`src/rtl/alu_seq_pkg.sv`:
```
// ============================================================================
//  Module      : alu_seq_pkg
//  Description : Opcodes, op classes, FSM states and status flag indices
//                shared by the ALU sequencer.
//  Revision    : 1.0 - initial release
// ============================================================================
`default_nettype none

package alu_seq_pkg;

  localparam int unsigned C_OP_NOP = 0,  C_OP_NOT = 1,  C_OP_AND = 2,  C_OP_OR  = 3;
  localparam int unsigned C_OP_XOR = 4,  C_OP_SHR = 5,  C_OP_SHL = 6,  C_OP_ROR = 7;
  localparam int unsigned C_OP_ROL = 8,  C_OP_SWP = 9,  C_OP_INC = 10, C_OP_DEC = 11;
  localparam int unsigned C_OP_ADD = 12, C_OP_ADC = 13, C_OP_SUB = 14, C_OP_SBC = 15;
  localparam int unsigned C_OP_EQ  = 16, C_OP_GT  = 17, C_OP_LT  = 18, C_OP_GE  = 19;
  localparam int unsigned C_OP_LE  = 20, C_OP_LSR = 21;

  localparam int FLAG_ZERO  = 0;
  localparam int FLAG_SIGN  = 1;
  localparam int FLAG_CARRY = 2;

  typedef enum logic [2:0] {
    CLS_NONE, CLS_LOGIC, CLS_SHIFT, CLS_ROT, CLS_ARITH, CLS_CMP, CLS_STATUS, CLS_ILLEGAL
  } op_class_e;

  typedef enum logic [1:0] {ST_IDLE, ST_EXEC, ST_WB, ST_TRAP} state_e;

  // Opcodes are grouped in contiguous ranges, so range compares decode the class.
  function automatic op_class_e op_class(input int unsigned op);
    if (op == C_OP_NOP)      return CLS_NONE;
    else if (op <= C_OP_XOR) return CLS_LOGIC;
    else if (op <= C_OP_SHL) return CLS_SHIFT;
    else if (op <= C_OP_SWP) return CLS_ROT;
    else if (op <= C_OP_SBC) return CLS_ARITH;
    else if (op <= C_OP_LE)  return CLS_CMP;
    else if (op == C_OP_LSR) return CLS_STATUS;
    else                     return CLS_ILLEGAL;
  endfunction

endpackage

`default_nettype wire

```
`src/rtl/alu_flag_update.sv`:
```
// ============================================================================
//  Module      : alu_flag_update
//  Description : Merges old status, op class, mode and ALU flags into the
//                next {carry, sign, zero} status value.
//  Revision    : 1.0 - initial release
// ============================================================================
`default_nettype none

module alu_flag_update
  import alu_seq_pkg::*;
(
  input  logic [2:0] i_status,
  input  op_class_e  i_cls,
  input  logic       i_mode,
  input  logic       i_msb_full,
  input  logic       i_msb_half,
  input  logic       i_zero,
  input  logic       i_sign,
  input  logic       i_carry,
  output logic [2:0] o_status
);

  always_comb begin
    o_status = i_status;
    case (i_cls)
      CLS_LOGIC: o_status[FLAG_ZERO] = i_zero;
      CLS_SHIFT: begin
        o_status[FLAG_ZERO]  = i_zero;
        o_status[FLAG_CARRY] = i_carry;
      end
      // Arithmetic sign comes from the result MSB of the active word size.
      CLS_ARITH: begin
        o_status[FLAG_ZERO]  = i_zero;
        o_status[FLAG_CARRY] = i_carry;
        o_status[FLAG_SIGN]  = i_mode ? i_msb_full : i_msb_half;
      end
      CLS_CMP: begin
        o_status[FLAG_ZERO] = i_zero;
        o_status[FLAG_SIGN] = i_sign;
      end
      default: ;
    endcase
  end

endmodule

`default_nettype wire

```
`src/rtl/alu_seq.sv`:
```
// ============================================================================
//  Module      : alu_seq
//  Description : Instruction capture / execute / writeback sequencer in front
//                of the ALU; owns the status register. ALU_SEQ_TRAP_EN enables
//                the illegal-opcode trap state.
//  Revision    : 1.0 - initial release
// ============================================================================
`default_nettype none

module alu_seq
  import alu_seq_pkg::*;
#(
  parameter int WIDTH = 20,
  parameter int OPW   = 5
) (
  input  logic             clk,
  input  logic             rst_n,
  input  logic             in_valid,
  output logic             in_ready,
  input  logic [OPW-1:0]   in_op,
  input  logic             in_mode,
  input  logic [WIDTH-1:0] in_a,
  input  logic [WIDTH-1:0] in_b,
  output logic [OPW-1:0]   alu_op,
  output logic             alu_mode,
  output logic [WIDTH-1:0] alu_a,
  output logic [WIDTH-1:0] alu_b,
  output logic             alu_cin,
  input  logic [WIDTH-1:0] alu_c,
  input  logic [WIDTH-1:0] alu_c2,
  input  logic             alu_zero,
  input  logic             alu_sign,
  input  logic             alu_carry,
  output logic             wb_valid,
  input  logic             wb_ready,
  output logic [WIDTH-1:0] wb_data,
  output logic [WIDTH-1:0] wb_data2,
  output logic             wb_two,
  output logic [2:0]       status,
  output logic             trap,
  input  logic             trap_clr
);

  state_e           r_state, w_state_next;
  logic             r_rdy;
  logic [OPW-1:0]   r_op;
  logic             r_mode;
  logic [WIDTH-1:0] r_a, r_b, r_wb_data, r_wb_data2;
  logic             r_wb_two;
  logic [2:0]       r_status, w_status_next;
  logic             w_accept, w_lsr, w_exec;
  op_class_e        w_in_cls, w_cls;

  assign w_in_cls = op_class(32'(in_op));
  assign w_cls    = op_class(32'(r_op));

  always_comb begin
    w_state_next = r_state;
    w_accept     = 1'b0;
    w_lsr        = 1'b0;
    w_exec       = 1'b0;
    case (r_state)
      ST_IDLE: begin
        if (in_valid && r_rdy) begin
          w_accept = 1'b1;
          case (w_in_cls)
            CLS_NONE:    w_state_next = ST_IDLE;
            CLS_STATUS:  w_lsr        = 1'b1;
`ifdef ALU_SEQ_TRAP_EN
            CLS_ILLEGAL: w_state_next = ST_TRAP;
`else
            CLS_ILLEGAL: w_state_next = ST_IDLE;
`endif
            default:     w_state_next = ST_EXEC;
          endcase
        end
      end
      ST_EXEC: begin
        w_exec       = 1'b1;
        w_state_next = (w_cls == CLS_CMP) ? ST_IDLE : ST_WB;
      end
      ST_WB: if (wb_ready) w_state_next = ST_IDLE;
`ifdef ALU_SEQ_TRAP_EN
      ST_TRAP: if (trap_clr) w_state_next = ST_IDLE;
`endif
      default: w_state_next = ST_IDLE;
    endcase
  end

  always_ff @(posedge clk or negedge rst_n) begin
    if (!rst_n) r_state <= ST_IDLE;
    else        r_state <= w_state_next;
  end

  alu_flag_update u_flags (
    .i_status   (r_status),
    .i_cls      (w_cls),
    .i_mode     (r_mode),
    .i_msb_full (alu_c[WIDTH-1]),
    .i_msb_half (alu_c[WIDTH/2-1]),
    .i_zero     (alu_zero),
    .i_sign     (alu_sign),
    .i_carry    (alu_carry),
    .o_status   (w_status_next)
  );

  // Ready is registered so it stays low for the first cycle out of reset.
  always_ff @(posedge clk or negedge rst_n) begin
    if (!rst_n) begin
      r_rdy      <= 1'b0;
      r_op       <= '0;
      r_mode     <= 1'b0;
      r_a        <= '0;
      r_b        <= '0;
      r_wb_data  <= '0;
      r_wb_data2 <= '0;
      r_wb_two   <= 1'b0;
      r_status   <= '0;
    end else begin
      r_rdy <= (w_state_next == ST_IDLE);
      if (w_accept) begin
        r_op   <= in_op;
        r_mode <= in_mode;
        r_a    <= in_a;
        r_b    <= in_b;
      end
      if (w_lsr) r_status <= in_a[2:0];
      if (w_exec) begin
        r_wb_data  <= alu_c;
        r_wb_data2 <= alu_c2;
        r_wb_two   <= (32'(r_op) == C_OP_SWP);
        r_status   <= w_status_next;
      end
    end
  end

  assign in_ready = r_rdy;
  assign alu_op   = r_op;
  assign alu_mode = r_mode;
  assign alu_a    = r_a;
  assign alu_b    = r_b;
  assign alu_cin  = r_status[FLAG_CARRY];
  assign wb_valid = (r_state == ST_WB);
  assign wb_data  = r_wb_data;
  assign wb_data2 = r_wb_data2;
  assign wb_two   = r_wb_two;
  assign status   = r_status;

`ifdef ALU_SEQ_TRAP_EN
  assign trap = (r_state == ST_TRAP);
`else
  logic w_unused_trap_clr;
  assign w_unused_trap_clr = trap_clr;
  assign trap = 1'b0;
`endif

endmodule

`default_nettype wire

```
`config.mk`:
```
export PLATFORM = sky130hd
export DESIGN_NAME = alu_seq
export DESIGN_NICKNAME = d
export VERILOG_FILES = /design/src/rtl/alu_seq_pkg.sv /design/src/rtl/alu_flag_update.sv /design/src/rtl/alu_seq.sv
export SDC_FILE = /design/constraint.sdc
export NUM_CORES = 1
export LEC_CHECK = 0
export CAP_MARGIN = 20
export CORE_ASPECT_RATIO = 1.4
export CORE_MARGIN = 8
export CORE_UTILIZATION = 29
export DETAILED_ROUTE_END_ITERATION = 16
export PLACE_DENSITY_LB_ADDON = 0.25
export REMOVE_ABC_BUFFERS = 1
export SYNTH_ARGS = -nofsm -noshare
export SYNTH_HDL_FRONTEND = slang
export SYNTH_HIERARCHICAL = 1
export SYNTH_SLANG_ARGS = --single-unit
```
`constraint.sdc`:
```
create_clock -name clk -period 2.7 [get_ports clk]
set_clock_uncertainty 0.2 [all_clocks]
set_input_delay 0.81 -clock clk [delete_from_list [all_inputs] [get_ports clk]]
set_output_delay 0.81 -clock clk [all_outputs]
set_load 0.005 [all_outputs]
```
==> summary.txt, run 1 <==
Timing
  – FMAX: 0.3968 GHz
  – Unrepaired setup endpoints after global routing: false
  – Fin. Hold Viols: 0
  – Final count of pins violating max slew: 0
  – Worst-case headroom to the max-slew limit: 65.66%
  – Slew at the pin with the worst max-slew slack: 0.5151 ns
  – Setup TNS: 0 ns
  – Final clock period utilization by the worst path: 93.34%
  – Count of final setup violators: 0
  – Final worst path period need: 2.520 ns

Detailed routing
  – DRC errors left: 0
  – Total via count after detailed routing: 3025
  – Mean number of vias per cell: 4.501
  – Number of DRC violations after detailed-routing iteration 0: 89
  – ANT nets after route: 0
  – Wire length per cell: 17.41 um
  – Drt first pass iters: 4
  – Total Routed Length: 11.70 mm

Placed design
  – Placer Congestion: 0.7121
  – Number of buffers added on ports: 185
  – HPWL reported at the end of detailed placement: 8.778 mm

Synth
  – Largest family of logic cells by synthesized area: multiplexers
  – Cell variety after synth: 31
  – Synth warnings: 6
  – Synth Area per Inst: 11.82 um2
  – Synthesized-area fraction occupied by xor and xnor cells: 0.2279%
  – Flop and latch count out of synthesis: 93
  – Number of instances in the synthesized netlist: 325
  – Area of the mapped netlist: 3842 um2
  – Adder and majority gate portion of the synthesized area: 0%
  – Leading register cell type out of synthesis: dfrtp_1
  – Sequential area share after synthesis: 60.57%
  – Complex-gate fraction of the synthesized area: 1.954%
  – Number of synthesized flops with an enable pin: 0
  – Simple logic cell fraction of the synthesized area: 16.31%
  – Fraction of registers with async set or reset after synthesis: 100.0%
  – Mux cell area share after synthesis: 17.45%

Worst setup path
  – Cell at the slowest stage of the critical path: clkdlybuf4s50_1
  – Cells on worst reg2reg path: 9
  – Cells along the critical path: and2b_1 > clkdlybuf4s50_1
  – Crit start category: register
  – Data required time of the worst path: 1.69 ns
  – Kind of critical path: reg -> out
  – Count of buffer and inverter cells on the critical path: 1
  – Type of element capturing the critical path: primary output
  – Setup slack on the worst flop-to-flop path: 0.59 ns
  – Worst-path maximum fanout: 4
  – Dominant delay contributor by cell family on the critical path: buffers and inverters
  – Launching point of the worst reg2reg path: alu_op[3]$_DFFE_PN0P_
  – CP peak stage delay: 0.52 ns
  – Capturing point of the worst reg2reg path: status[2]$_DFFE_PN0P_
  – Worst EP arrival: 1.51 ns

Cells and area
  – Layout cell share with drive strength beyond 1: 14.34%
  – Layout overhead on the synthesized area: 60.60%
  – Antenna diodes: 0
  – Area taken by flip-flops and latches: 2327 um2
  – Utilization after layout: 46.97%
  – Total area of multi-input combinational cells: 1390 um2
  – Fillers: 1243
  – Number of nets in the finished design: 606

Floorplan
  – Area of the die: 17240 um2
  – Number of placement rows: 50
  – Initial standard-cell utilization of the core: 29.25%
  – Std-Cell Core Area: 13140 um2
  – Floorplan die width: 113.3 um
  – Chip Height: 152.2 um
  – Ports placed on the boundary: 188

Power
  – Share of total power in the clock network: 18.9%
  – Worst-case vdd ir drop: 0.4620 mV
  – P_sw: 2.141 mW
  – Relative contribution of combinational cells to total power: 46.0%
  – Switching portion of total power: 29.85%
  – Power density normalized to cell area: 1162 nW/um2
  – Cell internal pwr: 5.031 mW
  – Reported leakage power: 2.759 nW
  – Power share of the sequential group: 35.1%

CTS
  – Source-to-sink clock delay at the later pin of the worst-skew pair: 0.34 ns
  – Clk pin slew, worst setup/hold paths: 0.06 ns
  – Number of instances resized during post-cts repair: 0
  – Clock Root Buffer: clkbuf_16
  – Clock tree from TritonCTS: yes
  – Buffer depth of the longest clock path: 2
  – H-Tree Depth: 3
  – Number of clock sinks seen by CTS: 93
  – Number of setup buffers added after CTS: 0
  – Number of buffers created by CTS: 9
  – CTS hold repair buffers: 0

Global route
  – Vias in the first global route: 3279
  – First-pass GRT wire length: 18.34 mm
  – Remaining Overflow, GRT: 0
  – Number of antenna violations at the first check in global routing: 0
  – Pin count of the biggest net entering global routing: 63
  – Aggregate global-route resource usage: 13.77%

Run
  – Reported max-cap violation count: 0

Run status
  – Status: finished, final reports clean

Min path
  – Path type of the worst min-delay path: in -> async
==> cell usage after synthesis (2+ instances only) <==
cell type | n | area, um2
buf_2 | 2 | 10.01
clkbuf_1 | 7 | 26.28
nand2_1 | 122 | 457.9
a21oi_1 | 6 | 30.03
mux2_1 | 2 | 22.52
mux2i_1 | 4 | 40.04
nor3_1 | 3 | 15.01
dfrtp_1 | 93 | 2327
nand2b_1 | 5 | 31.28
nor2_1 | 8 | 30.03
o21ai_0 | 3 | 15.01
buf_12 | 3 | 60.06
mux2_4 | 21 | 315.3
mux2_2 | 26 | 292.8
buf_4 | 4 | 30.03
==> cells by family after synthesis <==
family                    after synthesis
buffers and inverters                  17
AOI/OAI and AO/OA                      13
DFF                                    93
muxes                                  53
other                                   1
and+or+nand+nor                       147
xor gates and xnor gates                1
==> per-layer routing <==
metal	track usage [%]	vias up	wire (um)
li1	-	1426	-
met1	14.13	1474	4360
met2	23.86	93	6111
met3	3.173	32	599
met4	10.19	0	630
met5	0	-	0
==> stage by stage <==
stage / hold slack, ns / power, mW / std cells / setup slack [ns] / area [um2]
finish: 0.08770 / 7.172 / 672 / 0.1799 / 6171
global placement: 0.2591 / 5.816 / 657 / 0.1499 / 5856
detailed placement: 0.2614 / 5.902 / 657 / 0.1615 / 5856
floorplan: 0.2673 / 3.833 / 309 / 0.4219 / 3716
global route: 0.07685 / 7.640 / 672 / 0.1239 / 6171
CTS: 0.07468 / 7.306 / 672 / 0.1651 / 6171
==> cell usage in the layout, fill, tap and decap left out, types with 4 or more instances in the layout <==
cell type	Yosys	final
mux2_4	21	21
nand2_1	122	122
dfrtp_1	93	93
buf_4	4	5
nand2b_1	5	4
clkdlybuf4s50_1	0	184
a21oi_1	6	6
mux2i_1	4	4
clkbuf_16	0	9
mux2_2	26	26
nor2_1	8	8
==> worst reg2reg max path: stages, from the launching register on <==
cell and delay [ns]:
dfrtp_1 0.47, nor3_1 0.22, a21oi_1 0.06, nor3_1 0.14, nor3_1 0.09, buf_4 0.15
a21oi_1 0.17, mux2_4 0.32, nor2_1 0.10, a21oi_1 0.05
==> sequential cells by signal, summed over array words and instances (netlist names) <==
register	flops
alu_a	20
alu_b	20
wb_data2	20
wb_data	20
alu_op	5
status	3
r_state	2
alu_mode	1
in_ready	1
wb_two	1
==> final cells by class <==
class | instances | share of cell area, %
Multi-Input combinational cell | 215 | 22.53
Inverter | 1 | 0.06083
Clock buffer | 11 | 3.933
Sequential cell | 93 | 37.71
Tap cell | 156 | 3.163
Clock inverter | 4 | 1.176
Timing Repair Buffer | 192 | 31.43
==> worst max-delay path by stage <==
stage                               startpoint               endpoint  slack (ns)  depth (start not counted)
after floorplan                       in_valid  status[2]$_DFFE_PN0P_        0.42                          4
after global placement                in_valid   alu_b[5]$_DFFE_PN0P_        0.15                          4
after detailed placement              in_valid  alu_b[16]$_DFFE_PN0P_        0.16                          4
after CTS                 r_state[0]$_DFF_PN0_               wb_valid        0.17                          2
after global routing      r_state[0]$_DFF_PN0_               wb_valid        0.12                          2
final                     r_state[0]$_DFF_PN0_               wb_valid        0.18                          2
==> power groups by stage <==
stage          Combinational, mW  Clock (mW)  Sequential, mW
6_report                    3.30        1.35            2.52
2_1_floorplan               1.28           0            2.55
5_1_grt                     3.56        1.45            2.62
3_5_place_dp                3.36           0            2.54
3_3_place_gp                3.31           0            2.51
4_1_cts                     3.38        1.40            2.53
(Power assumes the default switching activity.)
==> run 2, diff against run 1 <==
--- a/config.mk
+++ b/config.mk
@@ -6,6 +6,8 @@
 export NUM_CORES = 1
 export LEC_CHECK = 0
 export CAP_MARGIN = 20
+export CELL_PAD_IN_SITES_DETAIL_PLACEMENT = 0
+export CELL_PAD_IN_SITES_GLOBAL_PLACEMENT = 1
 export CORE_ASPECT_RATIO = 1.4
 export CORE_MARGIN = 8
 export CORE_UTILIZATION = 29
==> run 2 against run 1 <==
Combinational power barely moved; critical endpoint unchanged; largest power group unchanged; wire length fell by 1.5%; setup slack improved by 0.037 ns; largest cell class unchanged; maximum frequency rose by 1.5%.
==> summary.txt, run 2 (synthesis results as in run 1) <==
Worst setup path
  – Cell at the slowest stage of the critical path: clkdlybuf4s50_1
  – Worst EP arrival: 1.47 ns
  – Type of element capturing the critical path: primary output
  – Cells along the critical path: and2b_1 > clkdlybuf4s50_1
  – Data required time of the worst path: 1.69 ns
  – CP peak stage delay: 0.51 ns
  – Kind of critical path: reg -> out
  – Crit start category: register
  – Count of buffer and inverter cells on the critical path: 1
  – Dominant delay contributor by cell family on the critical path: buffers and inverters
  – Worst-path maximum fanout: 4

Min path
  – Path type of the worst min-delay path: in -> async

Floorplan
  – Ports placed on the boundary: 188
  – Area of the die: 17240 um2
  – Floorplan die width: 113.3 um
  – Std-Cell Core Area: 13140 um2
  – Number of placement rows: 50
  – Initial standard-cell utilization of the core: 29.25%
  – Chip Height: 152.2 um

Run status
  – Status: finished, final reports clean

Placed design
  – HPWL reported at the end of detailed placement: 8.720 mm
  – Worst slack at placement: 0.2077 ns
  – Cell Area, Placed: 5863 um2
  – Number of buffers added on ports: 185
  – Placer Congestion: 0.7126

Timing
  – Final worst path period need: 2.483 ns
  – FMAX: 0.4027 GHz
  – Minimum hold slack: 0.2226 ns
  – Unrepaired setup endpoints after global routing: false
  – Count of final setup violators: 0
  – Setup TNS: 0 ns
  – Worst setup slack after layout: 0.2166 ns
  – Fin. Hold Viols: 0
  – Final count of pins violating max slew: 0
  – Final clock period utilization by the worst path: 91.98%

CTS
  – Clock Root Buffer: clkbuf_16
  – Number of setup buffers added after CTS: 0
  – Clock tree from TritonCTS: yes
  – Number of instances resized during post-cts repair: 0
  – Number of buffers created by CTS: 9
  – H-Tree Depth: 3
  – Source-to-sink clock delay at the later pin of the worst-skew pair: 0.32 ns
  – CTS hold repair buffers: 0
  – Number of clock sinks seen by CTS: 93
  – Clk pin slew, worst setup/hold paths: 0.07 ns
  – Buffer depth of the longest clock path: 2

Run
  – Reported max-cap violation count: 0

Cells and area
  – Fillers: 1246
  – Top library cells by usage in the layout, fill and taps aside: clkdlybuf4s50_1 (184), nand2_1 (122), dfrtp_1 (93)
  – Most common library cell in the layout ignoring fill and taps: clkdlybuf4s50_1
  – Number of nets in the finished design: 607
  – Utilization after layout: 46.83%
  – Layout overhead on the synthesized area: 60.11%
  – Layout cell share with drive strength beyond 1: 14.67%
  – Antenna diodes: 0
  – Finished layout cell area: 6152 um2

Global route
  – Aggregate global-route resource usage: 13.89%
  – First-pass GRT wire length: 18.46 mm
  – Vias in the first global route: 3192
  – Pin count of the biggest net entering global routing: 41
  – Remaining Overflow, GRT: 0
  – Number of antenna violations at the first check in global routing: 0

Detailed routing
  – Drt first pass iters: 4
  – DRC errors left: 0
  – Number of DRC violations after detailed-routing iteration 0: 93
  – Mean number of vias per cell: 4.418
  – Total Routed Length: 11.53 mm
  – Wire length per cell: 17.10 um
  – ANT nets after route: 0
  – Total via count after detailed routing: 2978

Power
  – Reported leakage power: 2.748 nW
  – Worst-case vdd ir drop: 0.4618 mV
  – Power density normalized to cell area: 1136 nW/um2
[run 2: cell count changes in the layout (fill, tap and decap cells not counted), sizes merged]
cell      previous run  this run
clkinv               1         2
buf                  8         9
clkinvlp             1         2
clkbuf              11        12
bufinv               2         0
[run 2: per-stage QoR]
stage | cells | power (mW)
finish | 674 | 6.991
global route | 674 | 7.532
CTS | 674 | 7.157
detailed placement | 658 | 5.886
global placement | 658 | 5.818
floorplan | 309 | 3.833
[run 2: worst register-to-register path, stage by stage (launching register included)]
cell and delay [ns]:
dfrtp_1 0.47, o21ai_0 0.26, nor2_1 0.08, nor3_1 0.33, nor2_1 0.09, xor2_1 0.16
mux2_1 0.33, nor2_1 0.11, a21oi_1 0.05
[run 2: worst paths after layout]
check	depth (start not counted)	to	slack, ns	from
max in group asynchronous	2	alu_a[13]$_DFFE_PN0P_	1.41	rst_n
min	1	alu_a[15]$_DFFE_PN0P_	0.22	rst_n
min in group clk	2	wb_data[9]$_DFFE_PN0P_	0.27	wb_data[9]$_DFFE_PN0P_
max	2	wb_valid	0.22	r_state[0]$_DFF_PN0_
max reg2reg	8	status[0]$_DFFE_PN0P_	0.50	alu_op[2]$_DFFE_PN0P_
min reg2reg	2	wb_data[9]$_DFFE_PN0P_	0.27	wb_data[9]$_DFFE_PN0P_
[run 2: final cells by class]
cell class	instances	area, um2	area share (%)
flip-flops and latches	93	2327	37.83
repair buffers	193	1947	31.65
multi-input cells	215	1390	22.60
clock buffers	12	256.5	4.169
well taps	156	195.2	3.173
clock inverters	4	32.53	0.5288
inverters	1	3.754	0.06101
[run 2: where the power goes]
part | total, mW | switching [mW] | internal, mW
sequential | 2.52 | 0.424 | 2.09
clock | 1.20 | 0.526 | 0.679
combinational | 3.27 | 1.17 | 2.10
total | 6.99 | 2.12 | 4.87
[run 2: metal layers]
layer  share of wire, %  track usage [%]  wire length, um
met4                2.7            6.369              314
met5                  0                0                0
met2                 54            24.52             6174
met1                 38            15.00             4436
met3                5.2            3.768              600
==> run 3, diff against run 2 <==
--- a/config.mk
+++ b/config.mk
@@ -18,3 +18,4 @@
 export SYNTH_HDL_FRONTEND = slang
 export SYNTH_HIERARCHICAL = 1
 export SYNTH_SLANG_ARGS = --single-unit
+export TNS_END_PERCENT = 20
==> results of run 3 <==
The final DEF is identical to that of run 2; final timing and power are the same.
